--- config.mk ---
export PLATFORM = sky130hd
export DESIGN_NAME = pool1_maxpool_flat
export DESIGN_NICKNAME = d
export VERILOG_FILES = /design/src/rtl/pool1_maxpool_if.sv /design/src/rtl/pool1_maxpool.sv /design/src/flat_wrapper.sv
export SDC_FILE = /design/constraint.sdc
export NUM_CORES = 1
export LEC_CHECK = 0
export CORE_MARGIN = 4
export CORE_UTILIZATION = 59
export CTS_CLUSTER_DIAMETER = 200
export DETAILED_ROUTE_END_ITERATION = 6
export GPL_ROUTABILITY_DRIVEN = 0
export PLACE_DENSITY = 0.95
export SLEW_MARGIN = 20
export SYNTH_ARGS = -nofsm -noshare
export SYNTH_HDL_FRONTEND = slang
export SYNTH_SLANG_ARGS = --single-unit
--- constraint.sdc ---
create_clock -name clk -period 3.91 [get_ports clk]
set_input_delay 0.9775 -clock clk [delete_from_list [all_inputs] [get_ports clk]]
set_output_delay 0.9775 -clock clk [all_outputs]
set_load 0.02 [all_outputs]
--- src/rtl/pool1_maxpool_if.sv ---
// pool1_maxpool_if: start/done handshake, OMEM read port and PMEM write port of the pool1 stage.
interface pool1_maxpool_if #(
  parameter int CH = 8,
  parameter int DW = 8
);
  logic start;
  logic done;
  logic in_en;
  logic [9:0] in_addr;
  logic [CH*DW-1:0] in_dout;
  logic out_en;
  logic [7:0] out_addr;
  logic [CH*DW-1:0] out_din;
  modport master (input start, in_dout, output done, in_en, in_addr, out_en, out_addr, out_din);
  modport slave (output start, in_dout, input done, in_en, in_addr, out_en, out_addr, out_din);
endinterface

--- src/rtl/pool1_maxpool.sv ---
// pool1_maxpool: 2x2 stride-2 max-pool of an IN_DIM x IN_DIM x CH map, four OMEM reads per pooled PMEM word.
module pool1_maxpool #(
  parameter int IN_DIM = 26,
  parameter int CH = 8,
  parameter int DW = 8,
  parameter int SIGNED = 1,
  parameter int RD_LAT = 1
) (
  input logic clk,
  input logic resetn,
  pool1_maxpool_if.master bus
);
  localparam int W = CH * DW;
  localparam int OD = IN_DIM / 2;
  typedef enum logic [1:0] {IDLE, READ, DRAIN, DONE} state_t;
  state_t state, state_nx;
  logic [1:0] k;
  logic [3:0] pc, pr;
  logic [9:0] base;
  logic [7:0] wr_idx;
  logic [RD_LAT-1:0] vld;
  logic [1:0] ktag [RD_LAT];
  logic [W-1:0] acc, mx;
  logic go, last_col, last_row, last_rd, last_wr;
  function automatic logic [W-1:0] vmax(input logic [W-1:0] a, input logic [W-1:0] b);
    logic [W-1:0] r;
    r = '0;
    for (int i = 0; i < CH; i++)
      r[i*DW +: DW] = ((SIGNED != 0) ? ($signed(a[i*DW +: DW]) > $signed(b[i*DW +: DW]))
                                     : (a[i*DW +: DW] > b[i*DW +: DW])) ? a[i*DW +: DW] : b[i*DW +: DW];
    return r;
  endfunction
  assign go = state == IDLE && bus.start;
  assign last_col = pc == 4'(OD - 1);
  assign last_row = pr == 4'(OD - 1);
  assign last_rd = bus.in_en && k == 2'd3 && last_col && last_row;
  assign last_wr = bus.out_en && bus.out_addr == 8'(OD * OD - 1);
  assign mx = vmax(acc, bus.in_dout);
  assign bus.in_en = state == READ;
  assign bus.done = state == DONE;
  // window offsets 0, 1, IN_DIM, IN_DIM+1 selected by k
  assign bus.in_addr = base + (k[1] ? 10'(IN_DIM) : 10'd0) + {9'd0, k[0]};
  always_comb begin
    state_nx = state;
    case (state)
      IDLE: state_nx = bus.start ? READ : IDLE;
      READ: state_nx = last_rd ? DRAIN : READ;
      DRAIN: state_nx = last_wr ? DONE : DRAIN;
      default: state_nx = IDLE;
    endcase
  end
  always_ff @(posedge clk or negedge resetn)
    if (!resetn) begin
      state <= IDLE;
      k <= '0;
      pc <= '0;
      pr <= '0;
      base <= '0;
      wr_idx <= '0;
      vld <= '0;
      for (int i = 0; i < RD_LAT; i++) ktag[i] <= '0;
      acc <= '0;
      bus.out_en <= 1'b0;
      bus.out_addr <= '0;
      bus.out_din <= '0;
    end else begin
      state <= state_nx;
      if (go) begin
        k <= '0;
        pc <= '0;
        pr <= '0;
        base <= '0;
        wr_idx <= '0;
        bus.out_addr <= '0;
      end else if (bus.in_en) begin
        k <= k + 2'd1;
        if (k == 2'd3) begin
          pc <= last_col ? '0 : pc + 4'd1;
          pr <= last_col ? (last_row ? '0 : pr + 4'd1) : pr;
          base <= last_rd ? '0 : base + (last_col ? 10'(IN_DIM + 2) : 10'd2);
        end
      end
      // valid/k tags travel alongside the read for RD_LAT cycles
      vld[0] <= bus.in_en;
      ktag[0] <= k;
      for (int i = 1; i < RD_LAT; i++) begin
        vld[i] <= vld[i-1];
        ktag[i] <= ktag[i-1];
      end
      bus.out_en <= 1'b0;
      if (vld[RD_LAT-1]) begin
        acc <= ktag[RD_LAT-1] == 2'd0 ? bus.in_dout : mx;
        if (ktag[RD_LAT-1] == 2'd3) begin
          bus.out_din <= mx;
          bus.out_en <= 1'b1;
          bus.out_addr <= wr_idx;
          wr_idx <= wr_idx + 8'd1;
        end
      end
    end
endmodule

--- src/flat_wrapper.sv ---
// flat-port wrapper written by rule: the top's interface ports become plain ports
module pool1_maxpool_flat 
#(
  parameter int IN_DIM = 26,
  parameter int CH = 8,
  parameter int DW = 8,
  parameter int SIGNED = 1,
  parameter int RD_LAT = 1
)
  (clk, resetn, bus_start, bus_in_dout, bus_done, bus_in_en, bus_in_addr, bus_out_en, bus_out_addr, bus_out_din);
  pool1_maxpool_if #(.CH(CH), .DW(DW)) bus_i ();
  input logic clk;
  input logic resetn;
  input wire logic [$bits(bus_i.start)-1:0] bus_start;
  input wire logic [$bits(bus_i.in_dout)-1:0] bus_in_dout;
  output wire logic [$bits(bus_i.done)-1:0] bus_done;
  output wire logic [$bits(bus_i.in_en)-1:0] bus_in_en;
  output wire logic [$bits(bus_i.in_addr)-1:0] bus_in_addr;
  output wire logic [$bits(bus_i.out_en)-1:0] bus_out_en;
  output wire logic [$bits(bus_i.out_addr)-1:0] bus_out_addr;
  output wire logic [$bits(bus_i.out_din)-1:0] bus_out_din;
  assign bus_i.start = bus_start;
  assign bus_i.in_dout = bus_in_dout;
  assign bus_done = bus_i.done;
  assign bus_in_en = bus_i.in_en;
  assign bus_in_addr = bus_i.in_addr;
  assign bus_out_en = bus_i.out_en;
  assign bus_out_addr = bus_i.out_addr;
  assign bus_out_din = bus_i.out_din;
  pool1_maxpool #(.IN_DIM(IN_DIM), .CH(CH), .DW(DW), .SIGNED(SIGNED), .RD_LAT(RD_LAT)) u_core (.clk(clk), .resetn(resetn), .bus(bus_i));
endmodule
==> flow_summary.ini, run 1 <==
[status]
status = complete, no violations

[floorplan]
dieWidth_um = 135.7
die_area_um2 = 18410
pin_count = 152
num_rows = 46
initial_core_util_pct = 60.35
core_um2 = 15940
dieHeight_um = 135.7

[worst_setup_path]
rr_endpoint = u_core.base[5]
crit_chain = fa_1 > a31oi_1 > nor2b_1 > o21ai_1 > xnor2_1 > clkdlybuf4s50_1
endpoint = bus_in_addr[6]
start_kind = flop
critPathMaxStageDelay_ns = 0.62
worst-endpoint-required_ns = 2.93
r2r_start = u_core.pc[0]
cp.buffers_inverters = 1
cp.arrival_ns = 2.73
crit_path_start = u_core.k[1]
endpoint_kind = output pin
crit_type = flop to output pin
crit_family = buffers and inverters
crit_cells = 6
cp_slowest_cell = clkdlybuf4s50_1
crit_fanout = 7
reg2reg_slack_ns = 1.06
r2r_cells = 11

[drt]
wl_per_cell_um = 18.23
totalWireLength_um = 25090
drc = 0
antenna_left = 0
drtIter0Drc = 652
via_per_inst = 6.161
num_vias = 8478
drt_pass1_iterations = 6

[clocking]
path_clk_slew_ns = 0.06
cts_tree = done
post_cts_buffers = 0
clock_path_buffers = 2
insertion_delay_ns = 0.42
cts.htree.levels = 4
cts_resized = 0
numCtsBuffers = 17
cts_sinks = 169
hold_buffers = 0
root_buffer = clkbuf_16

[sta]
tightest_slew_ns = 0.9566
min_period_ns = 3.710
setup_ws_ns = 0.2003
maxSlewHeadroom_pct = 36.15
hold_viol_final = 0
rsz0062_at_grt = no
min_period_over_period_pct = 94.88
fmax_mhz = 269.6
hold_ws_ns = 0.4738
tns_ns = 0
finalSetupViolations = 0
finClkSkew_ns = 0.004208
slew_viol_final = 0

[layout]
antenna_cells = 0
layout.nets = 1293
design_area_um2 = 11960
instances_no_fill = 1376
layout-drive-gt1-share_pct = 9.483
fillers = 1071
multi_input_area_um2 = 4901
post-route-util_pct = 75.04
area_growth_pct = 24.33
regArea_um2 = 4229

[placement]
place.port_buffers = 151
dp_hpwl_um = 17620
place_area_um2 = 11390
place_ws_ns = 0.3919
place_inst = 1347

[synthesis]
synth_flop_cell = dfrtp_1
ys_warn_count = 0
syn_area_per_cell_um2 = 9.631
synthCells = 999
seq_area_frac_synth_pct = 43.95
synth_area_um2 = 9622
syn_nets = 1142
synthArstFlopShare_pct = 100.0
synth_top_area_share_pct = 43.95
yosysTopAreaCell = dfrtp_1
yosysUniqueCellTypes = 60
synth_area_leaders = dfrtp_1, ha_1, mux2_2
synth_edf_count = 0
synth-seq-cells = 169

[grt]
grt_max_degree = 79
antenna_found_initial = 0
grt_pass1_vias = 8637
grt_usage_pct = 27.94
overflow = 0
grt_pass1_wl_um = 41400

[worst_hold_path]
min_path_type = flop to flop

[power]
power_density_nw_per_um2 = 951.1
fin_total_pwr_mw = 11.38
p_leak_nw = 5.196
vdd_ir_drop_max_v = 0.0004928

[job]
cap_violations = 0
worst register-to-register path, stage by stage, from the launching register on:
cell     delay [ns]
dfrtp_1        0.39
inv_1          0.08
ha_1           0.19
and3_1         0.20
inv_1          0.32
ha_1           0.32
ha_1           0.24
nor3_1         0.05
o21ai_0        0.22
nand2_1        0.16
or4_1          0.43
a21oi_1        0.16
final cells by class:
class	count	share of cell area (%)
Clock buffer	20	3.734
Tap cell	216	2.259
Clock inverter	9	1.056
Multi-Input combinational cell	705	40.97
Inverter	89	2.814
Sequential cell	169	35.35
Timing Repair Buffer	168	13.82
synth_stat cells (4+ instances only):
| cell type | count |
|---|---|
| mux2_2 | 44 |
| nand4_1 | 16 |
| and4_1 | 4 |
| inv_1 | 88 |
| nor3_1 | 8 |
| xor2_1 | 5 |
| a211oi_4 | 4 |
| a21o_1 | 10 |
| o21ai_0 | 71 |
| clkbuf_1 | 15 |
| xnor2_1 | 6 |
| nand2b_1 | 8 |
| o22a_1 | 8 |
| a22o_1 | 12 |
| o22ai_1 | 12 |
| a211oi_1 | 6 |
| ha_1 | 75 |
| nor2_1 | 75 |
| nor2b_1 | 12 |
| a31o_2 | 7 |
| a21oi_1 | 36 |
| dfrtp_1 | 169 |
| o21a_1 | 9 |
| nand2_1 | 65 |
| buf_1 | 7 |
| buf_2 | 12 |
| nand3_1 | 64 |
| o211ai_1 | 43 |
| a31oi_1 | 54 |
| or4_1 | 5 |
cell usage in the layout, fill, tap and decap left out, types with 5 or more instances in the layout:
cell type / instances
ha_1: 75
inv_1: 88
o22ai_1: 12
nand4_1: 16
clkdlybuf4s50_1: 150
a31o_2: 7
xnor2_1: 6
o211ai_1: 43
a211oi_1: 6
nand2b_1: 8
clkbuf_16: 17
buf_4: 16
nor3_1: 8
mux2_2: 44
a21o_1: 10
nor2b_1: 12
a31oi_1: 54
or4_1: 5
a22o_1: 12
nand3_1: 64
o22a_1: 8
nor2_1: 75
dfrtp_1: 169
xor2_1: 5
o21ai_0: 70
o21a_1: 9
nand2_1: 65
a21oi_1: 36
routing by layer:
metal	GRT usage, %	wire [um]	vias to the layer above
met5	0	0	-
met4	9.630	475	0
met3	5.609	1481	42
met2	49.03	12810	305
met1	34.45	10330	4183
li1	-	-	3948
report_power, final:
group          total [mW]  internal, mW  switching (mW)
logic                6.34          2.84            3.50
clock network        1.69          1.01           0.679
registers            3.35          2.64           0.705
total                11.4          6.49            4.89
worst min path at each step:
stage	startpoint	endpoint	cells after the start
3_3_place_gp	u_core.k[0]	u_core.ktag[0]	0
2_1_floorplan	u_core.k[0]	u_core.ktag[0]	0
6_report	u_core.k[0]	u_core.ktag[0]	0
4_1_cts	u_core.k[0]	u_core.ktag[0]	0
3_5_place_dp	u_core.k[0]	u_core.ktag[0]	0
5_1_grt	u_core.k[0]	u_core.ktag[0]	0
state kept, by name (all words and copies together), names as in the netlist:
signal	flops
u_core.acc	64
u_core.bus.out_din	64
u_core.base	9
u_core.bus.out_addr	8
u_core.wr_idx	8
u_core.pc	4
u_core.pr	4
u_core.k	2
u_core.ktag	2
u_core.state	2
u_core.bus.out_en	1
u_core.vld	1
kinds of logic after synthesis:
| logic type | Yosys count | synth area share (%) |
|---|---|---|
| other | 1 | 0.03897 |
| muxes | 48 | 5.605 |
| DFF | 169 | 43.95 |
| buffers and inverters | 125 | 5.111 |
| and+or+nand+nor | 275 | 13.64 |
| AOI/OAI and AO/OA | 294 | 20.69 |
| adders and majority gates | 76 | 9.961 |
| xor gates and xnor gates | 11 | 1.001 |
Power figures use the tool's default switching activity.
==> run 2: changes to the inputs <==
==> constraint.sdc (replaced) <==
create_clock -name clk -period 4.3 [get_ports clk]
set_input_delay 1.075 -clock clk [delete_from_list [all_inputs] [get_ports clk]]
set_output_delay 1.075 -clock clk [all_outputs]
set_load 0.02 [all_outputs]
==> run 2 against run 1 <==
Effect of this change: cell area down 0.38%; core utilization decreased by 0.28 points; setup slack better by 0.30 ns; sequential share of layout area rose by 0.13 points; clock skew increased by 0.0033 ns; clock-buffer cell count is 4 higher; clock power is 14% lower; first-iteration DRC count down 1.8%; sequential cell count unchanged.
==> flow_summary.ini, run 2 (synthesis gave the netlist of run 1 again) <==
[layout]
mostFrequentLayoutCells = dfrtp_1, clkdlybuf4s50_1, inv_1
layout-drive-gt1-share_pct = 9.318
instances_no_fill = 1375
fillers = 1084
antenna_cells = 0
area_growth_pct = 23.86
design_area_um2 = 11920
final_common_cell = dfrtp_1
layout.nets = 1290
reg_top3 = u_core.acc x64, u_core.bus.out_din x64, u_core.base x9

[clocking]
hold_buffers = 0
cts_tree = done
cts_sinks = 169
cts_resized = 0
clock_path_buffers = 2
cts.htree.levels = 4
insertion_delay_ns = 0.42
root_buffer = clkbuf_16
post_cts_buffers = 0
path_clk_slew_ns = 0.06
numCtsBuffers = 17

[placement]
place.port_buffers = 151
place_inst = 1344
place_area_um2 = 11370
dp_hpwl_um = 17160

[drt]
via_per_inst = 6.157
antenna_left = 0
drt_pass1_iterations = 5
drc = 0
num_vias = 8466
drtIter0Drc = 640
totalWireLength_um = 24770
wl_per_cell_um = 18.01

[worst_setup_path]
cpMostUsedCell = nor2_1
crit_fanout = 7
critPathMaxStageDelay_ns = 0.62
worst-endpoint-required_ns = 3.22
crit_chain = fa_1 > a31oi_1 > nor2b_1 > nor2_1 > nor2_1 > xnor2_1 > clkdlybuf4s50_1
cp_slowest_cell = clkdlybuf4s50_1
crit_type = flop to output pin
cp.arrival_ns = 2.73
endpoint_kind = output pin
start_kind = flop

[status]
status = complete, no violations

[sta]
rsz0062_at_grt = no
tns_ns = 0
finClkSkew_ns = 0.007523
tightest_slew_ns = 0.9961
min_period_ns = 3.800
finalSetupViolations = 0
min_period_over_period_pct = 88.38
slew_viol_final = 0
fmax_mhz = 263.1
hold_viol_final = 0
maxSlewHeadroom_pct = 33.52

[grt]
antenna_found_initial = 0
overflow = 0
grt_pass1_wl_um = 40850
grt_usage_pct = 27.44
grt_pass1_vias = 8494
grt.met1_usage_pct = 35.64
top_usage_layer = met2
use_met3_pct = 5.461
grt_max_degree = 97
grt.met2_usage_pct = 45.88

[worst_hold_path]
min_path_type = flop to flop

[floorplan]
die_area_um2 = 18410
initial_core_util_pct = 60.35
dieWidth_um = 135.7
pin_count = 152
dieHeight_um = 135.7
num_rows = 46
core_um2 = 15940

[power]
vdd_ir_drop_max_v = 0.0005593
p_leak_nw = 5.167
power_density_nw_per_um2 = 857.5

[job]
cap_violations = 0
-- run 2: cell count changes in the layout (fill, tap and decap cells not counted), moves of 2 or more --
| cell | delta |
|---|---|
| bufinv_16 | -2 |
| clkbuf_1 | +2 |
| buf_4 | -3 |
| clkbuf_8 | +2 |
-- run 2: stage by stage --
stage                     power, mW  worst slack, ns  util [%]  hold slack (ns)
after CTS                     10.22           0.4827     74.75           0.4661
after global placement        8.403           0.7732     71.30           0.4647
after global routing          10.94           0.3531     74.75           0.4910
after floorplan               6.792            1.518         -           0.4146
after detailed placement      8.686           0.7252     71.30           0.4475
final                         10.22           0.4996     74.75           0.4614
-- run 2: cell type report --
class	instances	area (um^2)	area share, %
clock inverters	7	68.82	0.5774
flip-flops and latches	169	4229	35.49
clock buffers	24	481.7	4.042
repair buffers	165	1630	13.68
inverters	89	336.6	2.824
well taps	216	270.3	2.268
multi-input cells	705	4901	41.12
-- run 2: worst max-delay path, delay by kind of cell (launching register included) --
kind | cells | cell delay (ns)
AOI/OAI and AO/OA | 1 | 0.28
adders and majority gates | 1 | 0.48
and+or+nand+nor | 3 | 0.27
xor gates and xnor gates | 1 | 0.15
DFF | 1 | 0.50
buffers and inverters | 1 | 0.62
-- run 2: metal layers --
metal	wire, um	up-vias
met5	0	-
met4	588	0
met3	1658	48
met2	12300	362
met1	10220	4127
li1	-	3929
-- run 2: final timing paths --
path / from / end / slack [ns] / cells after the start
setup / recovery: u_core.k[1] / bus_in_addr[8] / 0.50 / 7
hold / removal: u_core.k[0] / u_core.ktag[0] / 0.46 / 0
setup reg to reg: u_core.pc[0] / u_core.base[5] / 1.51 / 11
hold reg to reg: u_core.k[0] / u_core.ktag[0] / 0.46 / 0
max in group asynchronous: resetn / u_core.k[1] / 2.70 / 2
min in group asynchronous: resetn / u_core.acc[43] / 0.71 / 1
-- run 2: where the power goes --
part / internal, mW / switching [mW] / leakage, nW
Sequential: 2.40 / 0.643 / 1.99
Combinational: 2.56 / 3.16 / 2.91
Clock: 0.839 / 0.609 / 0.266
